**src/rtl/rr_interval_meter_if.sv**
```systemverilog
// Beat-detector input bundle and R-R measurement output bundle.
// The master drives strobes; the slave reports intervals and asystole.
interface rr_interval_meter_if #(
    parameter int CNT_WIDTH = 12
);
    logic                 i_ce;
    logic                 i_beat;
    logic [CNT_WIDTH-1:0] o_rr;
    logic                 o_rr_valid;
    logic [CNT_WIDTH-1:0] o_rr_avg;
    logic                 o_avg_valid;
    logic                 o_asystole;

    modport master (
        output i_ce, i_beat,
        input  o_rr, o_rr_valid, o_rr_avg, o_avg_valid, o_asystole
    );

    modport slave (
        input  i_ce, i_beat,
        output o_rr, o_rr_valid, o_rr_avg, o_avg_valid, o_asystole
    );
endinterface

```
**src/rtl/rr_interval_meter.sv**
```systemverilog
// R-R interval meter: tick count between beats, running mean over the
// last 2^AVG_LOG2 intervals, and asystole flag after MAX_RR silent ticks.
module rr_interval_meter #(
    parameter int CNT_WIDTH = 12,
    parameter int MAX_RR    = 1080,
    parameter int AVG_LOG2  = 3
) (
    input  logic              i_clk,
    input  logic              i_rst,
    rr_interval_meter_if.slave bus
);
    localparam int DEPTH = 1 << AVG_LOG2;
    localparam int SW    = CNT_WIDTH + AVG_LOG2;
    localparam logic [CNT_WIDTH-1:0] MAX_C  = CNT_WIDTH'(MAX_RR);
    localparam logic [CNT_WIDTH-1:0] ONE    = CNT_WIDTH'(1);
    localparam logic [AVG_LOG2:0]    FULL   = (AVG_LOG2 + 1)'(DEPTH);
    localparam logic [AVG_LOG2:0]    F_ONE  = (AVG_LOG2 + 1)'(1);
    localparam logic [AVG_LOG2-1:0]  P_ONE  = AVG_LOG2'(1);

    typedef enum logic [1:0] {IDLE, MEASURE, TIMEOUT} state_e;

    state_e                state_q, state_d;
    logic [CNT_WIDTH-1:0]  cnt_q, cnt_d;
    logic [CNT_WIDTH-1:0]  rr_q, rr_d;
    logic                  rr_valid_q, rr_valid_d;
    logic [SW-1:0]         sum_q, sum_d;
    logic [AVG_LOG2:0]     fill_q, fill_d;
    logic [AVG_LOG2-1:0]   wptr_q, wptr_d;
    logic [CNT_WIDTH-1:0]  buf_q [DEPTH];

    logic                  cap;
    logic                  full;
    logic [CNT_WIDTH-1:0]  interval;
    logic [CNT_WIDTH-1:0]  oldest;

    always_comb begin
        state_d    = state_q;
        cnt_d      = cnt_q;
        rr_d       = rr_q;
        rr_valid_d = 1'b0;
        sum_d      = sum_q;
        fill_d     = fill_q;
        wptr_d     = wptr_q;
        cap        = 1'b0;
        full       = (fill_q == FULL);
        oldest     = buf_q[wptr_q];
        // A tick coinciding with the beat belongs to the ending interval.
        interval   = cnt_q + (bus.i_ce ? ONE : '0);

        unique case (state_q)
            IDLE: begin
                if (bus.i_beat) begin
                    cnt_d   = '0;
                    state_d = MEASURE;
                end
            end
            MEASURE: begin
                if (bus.i_beat) begin
                    cap   = 1'b1;
                    cnt_d = '0;
                end else if (bus.i_ce) begin
                    cnt_d = cnt_q + ONE;
                    if (cnt_q + ONE == MAX_C) begin
                        state_d = TIMEOUT;
                    end
                end
            end
            TIMEOUT: begin
                if (bus.i_beat) begin
                    cnt_d   = '0;
                    state_d = MEASURE;
                    sum_d   = '0;
                    fill_d  = '0;
                    wptr_d  = '0;
                end
            end
            default: state_d = IDLE;
        endcase

        if (cap) begin
            rr_d       = interval;
            rr_valid_d = 1'b1;
            sum_d      = sum_q + SW'(interval) - (full ? SW'(oldest) : '0);
            wptr_d     = wptr_q + P_ONE;
            if (!full) begin
                fill_d = fill_q + F_ONE;
            end
        end
    end

    always_ff @(posedge i_clk) begin
        if (i_rst) begin
            state_q    <= IDLE;
            cnt_q      <= '0;
            rr_q       <= '0;
            rr_valid_q <= 1'b0;
            sum_q      <= '0;
            fill_q     <= '0;
            wptr_q     <= '0;
        end else begin
            state_q    <= state_d;
            cnt_q      <= cnt_d;
            rr_q       <= rr_d;
            rr_valid_q <= rr_valid_d;
            sum_q      <= sum_d;
            fill_q     <= fill_d;
            wptr_q     <= wptr_d;
        end
    end

    // Stale entries are harmless: fill gates when the oldest is subtracted.
    always_ff @(posedge i_clk) begin
        if (cap) begin
            buf_q[wptr_q] <= interval;
        end
    end

    assign bus.o_rr        = rr_q;
    assign bus.o_rr_valid  = rr_valid_q;
    assign bus.o_rr_avg    = sum_q[SW-1:AVG_LOG2];
    assign bus.o_avg_valid = (fill_q == FULL);
    assign bus.o_asystole  = (state_q == TIMEOUT);
endmodule

```
**src/flat_wrapper.sv**
```systemverilog
// flat-port wrapper written by rule: the top's interface ports become plain ports
module rr_interval_meter_flat 
#(
    parameter int CNT_WIDTH = 12,
    parameter int MAX_RR    = 1080,
    parameter int AVG_LOG2  = 3
)
  (i_clk, i_rst, bus_i_ce, bus_i_beat, bus_o_rr, bus_o_rr_valid, bus_o_rr_avg, bus_o_avg_valid, bus_o_asystole);
  rr_interval_meter_if #(.CNT_WIDTH(CNT_WIDTH)) bus_i ();
  input  logic i_clk;
  input  logic i_rst;
  input wire logic [$bits(bus_i.i_ce)-1:0] bus_i_ce;
  input wire logic [$bits(bus_i.i_beat)-1:0] bus_i_beat;
  output wire logic [$bits(bus_i.o_rr)-1:0] bus_o_rr;
  output wire logic [$bits(bus_i.o_rr_valid)-1:0] bus_o_rr_valid;
  output wire logic [$bits(bus_i.o_rr_avg)-1:0] bus_o_rr_avg;
  output wire logic [$bits(bus_i.o_avg_valid)-1:0] bus_o_avg_valid;
  output wire logic [$bits(bus_i.o_asystole)-1:0] bus_o_asystole;
  assign bus_i.i_ce = bus_i_ce;
  assign bus_i.i_beat = bus_i_beat;
  assign bus_o_rr = bus_i.o_rr;
  assign bus_o_rr_valid = bus_i.o_rr_valid;
  assign bus_o_rr_avg = bus_i.o_rr_avg;
  assign bus_o_avg_valid = bus_i.o_avg_valid;
  assign bus_o_asystole = bus_i.o_asystole;
  rr_interval_meter #(.CNT_WIDTH(CNT_WIDTH), .MAX_RR(MAX_RR), .AVG_LOG2(AVG_LOG2)) u_core (.i_clk(i_clk), .i_rst(i_rst), .bus(bus_i));
endmodule
```
**config.mk**
```make
export PLATFORM = sky130hd
export DESIGN_NAME = rr_interval_meter_flat
export DESIGN_NICKNAME = d
export VERILOG_FILES = /design/src/rtl/rr_interval_meter_if.sv /design/src/rtl/rr_interval_meter.sv /design/src/flat_wrapper.sv
export SDC_FILE = /design/constraint.sdc
export NUM_CORES = 1
export LEC_CHECK = 0
export ABC_AREA = 1
export BUFFER_PORTS_ARGS = -buffer_cell sky130_fd_sc_hd__buf_2
export CORE_ASPECT_RATIO = 0.6
export CORE_MARGIN = 1.5
export CORE_UTILIZATION = 35
export DETAILED_ROUTE_END_ITERATION = 8
export GPL_ROUTABILITY_DRIVEN = 0
export PLACE_DENSITY = 0.53
export SYNTH_ARGS = -nofsm -noshare
export SYNTH_HDL_FRONTEND = slang
export SYNTH_SLANG_ARGS = --single-unit
export TNS_END_PERCENT = 20
```
**constraint.sdc**
```tcl
create_clock -name i_clk -period 3.3 [get_ports i_clk]
set_clock_uncertainty 0.15 [all_clocks]
set_input_delay 0 -clock i_clk [delete_from_list [all_inputs] [get_ports i_clk]]
set_output_delay 0 -clock i_clk [all_outputs]
set_load 0.01 [all_outputs]
```
# Word level (Yosys, flattened, before mapping)
# Memory sizes are Yosys's and may differ from the RTL's. A register that Yosys moved wholly into a read port is not among the register bits.
# Index checks and enable logic that the tools add are counted.
[totals] register_bits=49 mem_bits_rw=96 in_bits=4 out_inout_bits=27 elab_cells=58 mem_count=1
[mem_list] name="u_core.buf_q" words=8 word_bits=12 rd=1 rd_clocked_by_memory_dff=1 write_ports=1 line_no="rr_interval_meter.sv:29" source="logic [CNT_WIDTH-1:0] buf_q [DEPTH];"
[op_classes] add_sub_neg=6 n_eq_ne=9 muxes=27 reduce_logical=8
[ops] operator="12-bit 2-to-1 mux" count=4
[ops] operator="15-bit 2-to-1 mux" count=3
[ops] operator="12-bit one-hot mux with 2 select lines" count=1
[ops] operator="4-bit 2-to-1 mux" count=4
[ops] operator="15-bit by 12-bit adder with 15-bit output" count=1
[ops] operator="3-bit 2-to-1 mux" count=5
[ops] operator="15-bit subtractor" count=1
[ops] operator="12-bit by 1-bit adder with 12-bit output, second input constant" count=1
[ops] operator="12-bit adder" count=1
[ops] operator="12-bit by 11-bit equality test with 1-bit output, second input constant" count=1
[ops] operator="2-bit 2-to-1 mux" count=4
[ops] operator="2-bit nonzero test" count=3
[ops] operator="1-bit 2-to-1 mux" count=5
[ops] operator="4-bit by 1-bit adder with 4-bit output, second input constant" count=1
[ops] operator="4-bit equality test, second input constant" count=1
[ops] operator="2-bit by 1-bit inequality test with 1-bit output, second input constant" count=2
[ops] operator="2-bit inequality test, second input constant" count=2
[ops] operator="2-bit one-hot mux with 2 select lines" count=1
[ops] operator="4-bit AND reduction" count=1
[ops] operator="3-bit by 1-bit adder with 3-bit output, second input constant" count=1
[ops] operator="3-bit inequality test, second input constant" count=1
[ops] operator="3-bit AND reduction" count=1
[ops] operator="2-bit by 1-bit equality test with 1-bit output, second input constant" count=1
[ops] operator="2-bit equality test, second input constant" count=1
[ops] operator="other kinds (3)" count=3

# Longest topological paths before layout
[logic_depth] ltp_word=6 depth_mapped=20 depth_no_buf=20

# Worst setup path after synthesis
# OpenSTA, ideal clock, no wires.
[synth_path] path_type="reg2reg" startpoint="register u_core.cnt_q[0]" endpoint="register u_core.sum_q[14]" setup_ns=0.074 t_arrival_ns=3.075 required_ns=3.076 slack_ns=0.001 stages_incl_launch_ff=18 path_buffers=0 synth_period_minus_slack_ns=3.299 cell_sequence="dfxtp_1 -> ha_1 -> nand3_1 -> nor3_4 -> nand2_1 -> xor2_1 -> clkinv_1 -> fa_1 -> inv_1 -> ha_1 -> a21o_1 -> nand3_1 -> nand2_1 -> a21oi_1 -> nand2_1 -> nand2_1 -> nand2_1 -> o21ai_0"
[synth_via] elab_chain_cells=4
[synth_lines] element="from (decl)" line_no="rr_interval_meter.sv:23" source="logic [CNT_WIDTH-1:0] cnt_q, cnt_d;"
[synth_lines] element="from (signal assigned)" line_no="rr_interval_meter.sv:102" source="cnt_q <= cnt_d;"
[synth_lines] element="12-bit adder" line_no="rr_interval_meter.sv:48" source="interval = cnt_q + (bus.i_ce ? ONE : '0);"
[synth_lines] element="named net u_core.interval[11]" line_no="rr_interval_meter.sv:33" source="logic [CNT_WIDTH-1:0] interval;"
[synth_lines] element="15-bit by 12-bit adder with 15-bit output" line_no="rr_interval_meter.sv:83" source="sum_d = sum_q + SW'(interval) - (full ? SW'(oldest) : '0);"
[synth_lines] element="15-bit subtractor" line_no="rr_interval_meter.sv:83"
[synth_lines] element="15-bit 2-to-1 mux" line_no="rr_interval_meter.sv:80" source="if (cap) begin"
[synth_lines] element="to (signal assigned)" line_no="rr_interval_meter.sv:105" source="sum_q <= sum_d;"
[synth_lines] element="to (decl)" line_no="rr_interval_meter.sv:26" source="logic [SW-1:0] sum_q, sum_d;"
# The timed path passes the listed nets, and every way through them passes these cells.
# A chain may end at the register's enable or synchronous reset.

# Worst setup path after layout
[layout_path] startpoint="register u_core.cnt_q[0]" endpoint="register u_core.sum_q[12]"
[layout_via] elab_chain_cells=4
[layout_lines] element="12-bit adder" line_no="rr_interval_meter.sv:48"
[layout_lines] element="15-bit by 12-bit adder with 15-bit output" line_no="rr_interval_meter.sv:83"
[layout_lines] element="15-bit subtractor" line_no="rr_interval_meter.sv:83"
[layout_lines] element="15-bit 2-to-1 mux" line_no="rr_interval_meter.sv:80"
# No other way between the ends.

==> results.py <==
metrics = {
    "synthesis": {
        "synth.avg_cell_area_sq_um": 9.24,
        "yosysWarnings": 0,
        "ys_async_sr_fraction": 0,
        "synthMostInstantiatedCell": "nor2_1",
        "synth.distinct_cells": 42,
        "synth_edf_count": 96,
        "synth_cells": 786,
        "yosys-top-cells-area": "edfxtp_1 40%, dfxtp_1 14%, nor2_1 6.0%",
        "ys.flop_type": "edfxtp_1",
        "synthesis.area_sq_um": 7260,
        "yosys-top-cells-count": "117 x nor2_1, 104 x nand2_1, 96 x edfxtp_1, 84 x inv_1, 84 x o21ai_0",
        "synth.top_cell.area_share": 0.397,
        "synth_seq_cells": 148,
        "yosysSeqAreaShare": 0.540,
        "syn-num-nets": 823,
        "synth_largest_area_cell": "edfxtp_1",
    },
    "routing": {
        "routed_via_density": 4.96,
        "wire_per_inst_microns": 17.1,
        "ant_nets": 0,
        "first_iter_violations": 600,
        "vias": 5917,
        "drtPass1Iterations": 7,
        "drc": 0,
        "wirelength_microns": 20400,
    },
    "cts": {
        "path_clk_slew_ns": 0.07,
        "postCtsSetupRepairBufs": 0,
        "numCtsBuffers": 17,
        "cts_buffer_depth": 2,
        "worstSkewPairLatency_ns": 0.43,
        "cts_sinks": 148,
        "tritoncts": "yes",
        "h-tree-depth": 4,
        "cts_root_buf": "clkbuf_16",
    },
    "timing": {
        "period_share": 1.01,
        "worstMarginPinSlew_ns": 0.881,
        "maxSlewHeadroom": 0.409,
        "worst_slack_ns": -0.0355,
        "fmax_mhz": 300,
        "finalHoldViolations": 0,
        "drv_slew": 0,
        "finalSetupViolations": 2,
        "rsz0062_at_grt": "yes",
        "tns_ns": -0.0397,
        "fin_crit_ns": 3.34,
    },
    "place": {
        "portBuffers": 30,
        "post-dp-hpwl_microns": 14400,
        "placed_area_sq_um": 8380,
        "pre_cts_ws_ns": -0.169,
        "dp_cells": 1158,
    },
    "finish": {
        "drive_gt1_frac": 0.271,
        "diodes": 0,
        "design_area_sq_um": 9340,
        "layoutNonFillerInstCount": 1194,
        "num-fill-cells": 1954,
        "layout.nets": 945,
        "area_delta_synth_final_pct": 28.6,
    },
    "floorplan": {
        "initial_core_util": 0.360,
        "fp.dieH_microns": 115,
        "coreArea_sq_um": 20200,
        "row_count": 40,
        "die_area_sq_um": 21700,
        "pin_count": 31,
        "dieWidth_microns": 189,
    },
    "global_routing": {
        "overflow": 0,
        "grt_use_total": 0.194,
        "antenna_found_initial": 0,
        "grt_pass1_vias": 5420,
        "grt_pass1_wl_microns": 31600,
        "grt_max_degree": 26,
    },
    "critical_path": {
        "end_kind": "register",
        "worst-path-max-fanout": 4,
        "critPathLaunchType": "register",
        "cpMostUsedCell": "buf_4",
        "reg2reg_setup_slack_ns": -0.04,
        "slowest_stage": "fa_1",
        "path_cells": "ha_4 -> buf_4 -> ha_1 -> nand2_2 -> buf_4 -> nor3_2 -> xor2_1 -> buf_4 -> fa_1 -> inv_2 -> ha_4 -> buf_4 -> nand2_1 -> nor2_1 -> nand3_1 -> nand3_1 -> a21oi_2 -> o21ai_0 -> o21ai_1",
        "worst-path-buf-inv": 5,
        "slowest_delay_ns": 0.50,
        "crit_type": "reg -> reg",
        "path_delay_family": "adder cells",
        "required_ns": 3.46,
        "critPathArrivalTime_ns": 3.49,
    },
    "pwr": {
        "peakVddDrop_uv": 377,
        "p_leak_nw": 3.85,
        "power_density_nw_per_um2": 501,
        "power_mw": 4.68,
    },
    "outcome": {
        "status": "finished, violations left",
        "violations": "negative setup slack",
    },
    "flow_run": {
        "maxCapViolCount": 0,
    },
    "min_path": {
        "hp-class": "in -> reg",
    },
}
==> repair_timing <==
action	4_1_cts	5_1_grt
pin swaps	1	10
hold buffers	2	1
endpoints found under the hold margin	20	9
gates resized for setup	24	75
endpoints found under the setup margin	10	11
gates cloned	0	1
==> kinds of logic after synthesis <==
group / Yosys count / share of synthesized area
adder cells (fa/ha/maj): 33 / 0.0692
buffers and inverters: 138 / 0.0796
AO/OA/AOI/OAI: 170 / 0.130
XOR/XNOR: 12 / 0.0155
multiplexers: 1 / 0.00138
flip-flops: 148 / 0.540
AND/OR/NAND/NOR: 284 / 0.164
==> routing by layer <==
metal / track usage / routed length [microns]
met1: 0.320 / 11200
met3: 0.0429 / 1220
met2: 0.246 / 7850
met4: 0.0476 / 140
met5: 0 / 0
==> worst min-delay path, delay by kind of cell <==
kind	cells	cell delay [ns]
buffers and inverters	3	0.74
AO/OA/AOI/OAI	1	0.03
AND/OR/NAND/NOR	1	0.09
==> cells in the final DEF (no fill, tap or decap), types with 4 or more instances in the layout <==
cell type,Yosys,layout
nor3_2,2,4
nor2_2,2,6
buf_6,0,5
fa_1,12,11
clkbuf_16,0,17
nor2_1,117,111
edfxtp_1,96,96
a31oi_1,14,12
ha_4,0,9
o21ai_0,84,62
a21oi_1,28,21
o22ai_1,19,19
nand3_1,41,38
nand2_2,3,9
o21ai_1,8,28
xor2_1,9,9
ha_1,21,11
inv_1,84,79
inv_2,13,18
nand2_1,104,96
buf_4,12,100
buf_2,12,30
dfxtp_1,52,49
o211ai_1,7,7
a21oi_2,1,6
inv_6,0,6
==> flip-flops by register name (all words and copies together) (netlist names), named ones only <==
register               count
u_core.bus.o_rr           12
u_core.state_q             2
u_core.cnt_q              12
u_core.buf_q              96
u_core.bus.o_rr_valid      1
u_core.wptr_q              3
u_core.sum_q              15
u_core.fill_q              3
==> per-stage QoR <==
stage	hold WS, ns	utilization
after floorplan	-0.0809	-
final	0.322	0.463
after CTS	0.135	0.450
after global routing	0.362	0.463
after global placement	0.223	0.415
after detailed placement	0.228	0.415
==> worst paths after layout <==
path / from / endpoint / cells past startpoint
min: bus_i_beat / u_core.state_q[1] / 5
min reg2reg: u_core.sum_q[9] / u_core.sum_q[9] / 2
max: u_core.cnt_q[0] / u_core.sum_q[12] / 19
max reg2reg: u_core.cnt_q[0] / u_core.sum_q[12] / 19
==> where the power goes <==
part / total (mW) / internal (mW) / leakage [nW] / switching, mW
Combinational: 0.662 / 0.262 / 2.24 / 0.400
Sequential: 2.01 / 1.99 / 1.32 / 0.0225
Clock: 2.01 / 1.14 / 0.287 / 0.869
==> cell type report <==
| cell class | instances | area, sq um | share of cell area |
|---|---|---|---|
| sequential | 148 | 3930 | 0.420 |
| multi-input combinational | 500 | 3040 | 0.326 |
| timing repair buffer | 142 | 1060 | 0.114 |
| clock buffer | 18 | 429 | 0.0459 |
| inverter | 99 | 372 | 0.0398 |
| tap | 273 | 342 | 0.0366 |
| clock inverter | 14 | 164 | 0.0175 |
Note: power is estimated with default switching activity, not from simulation.
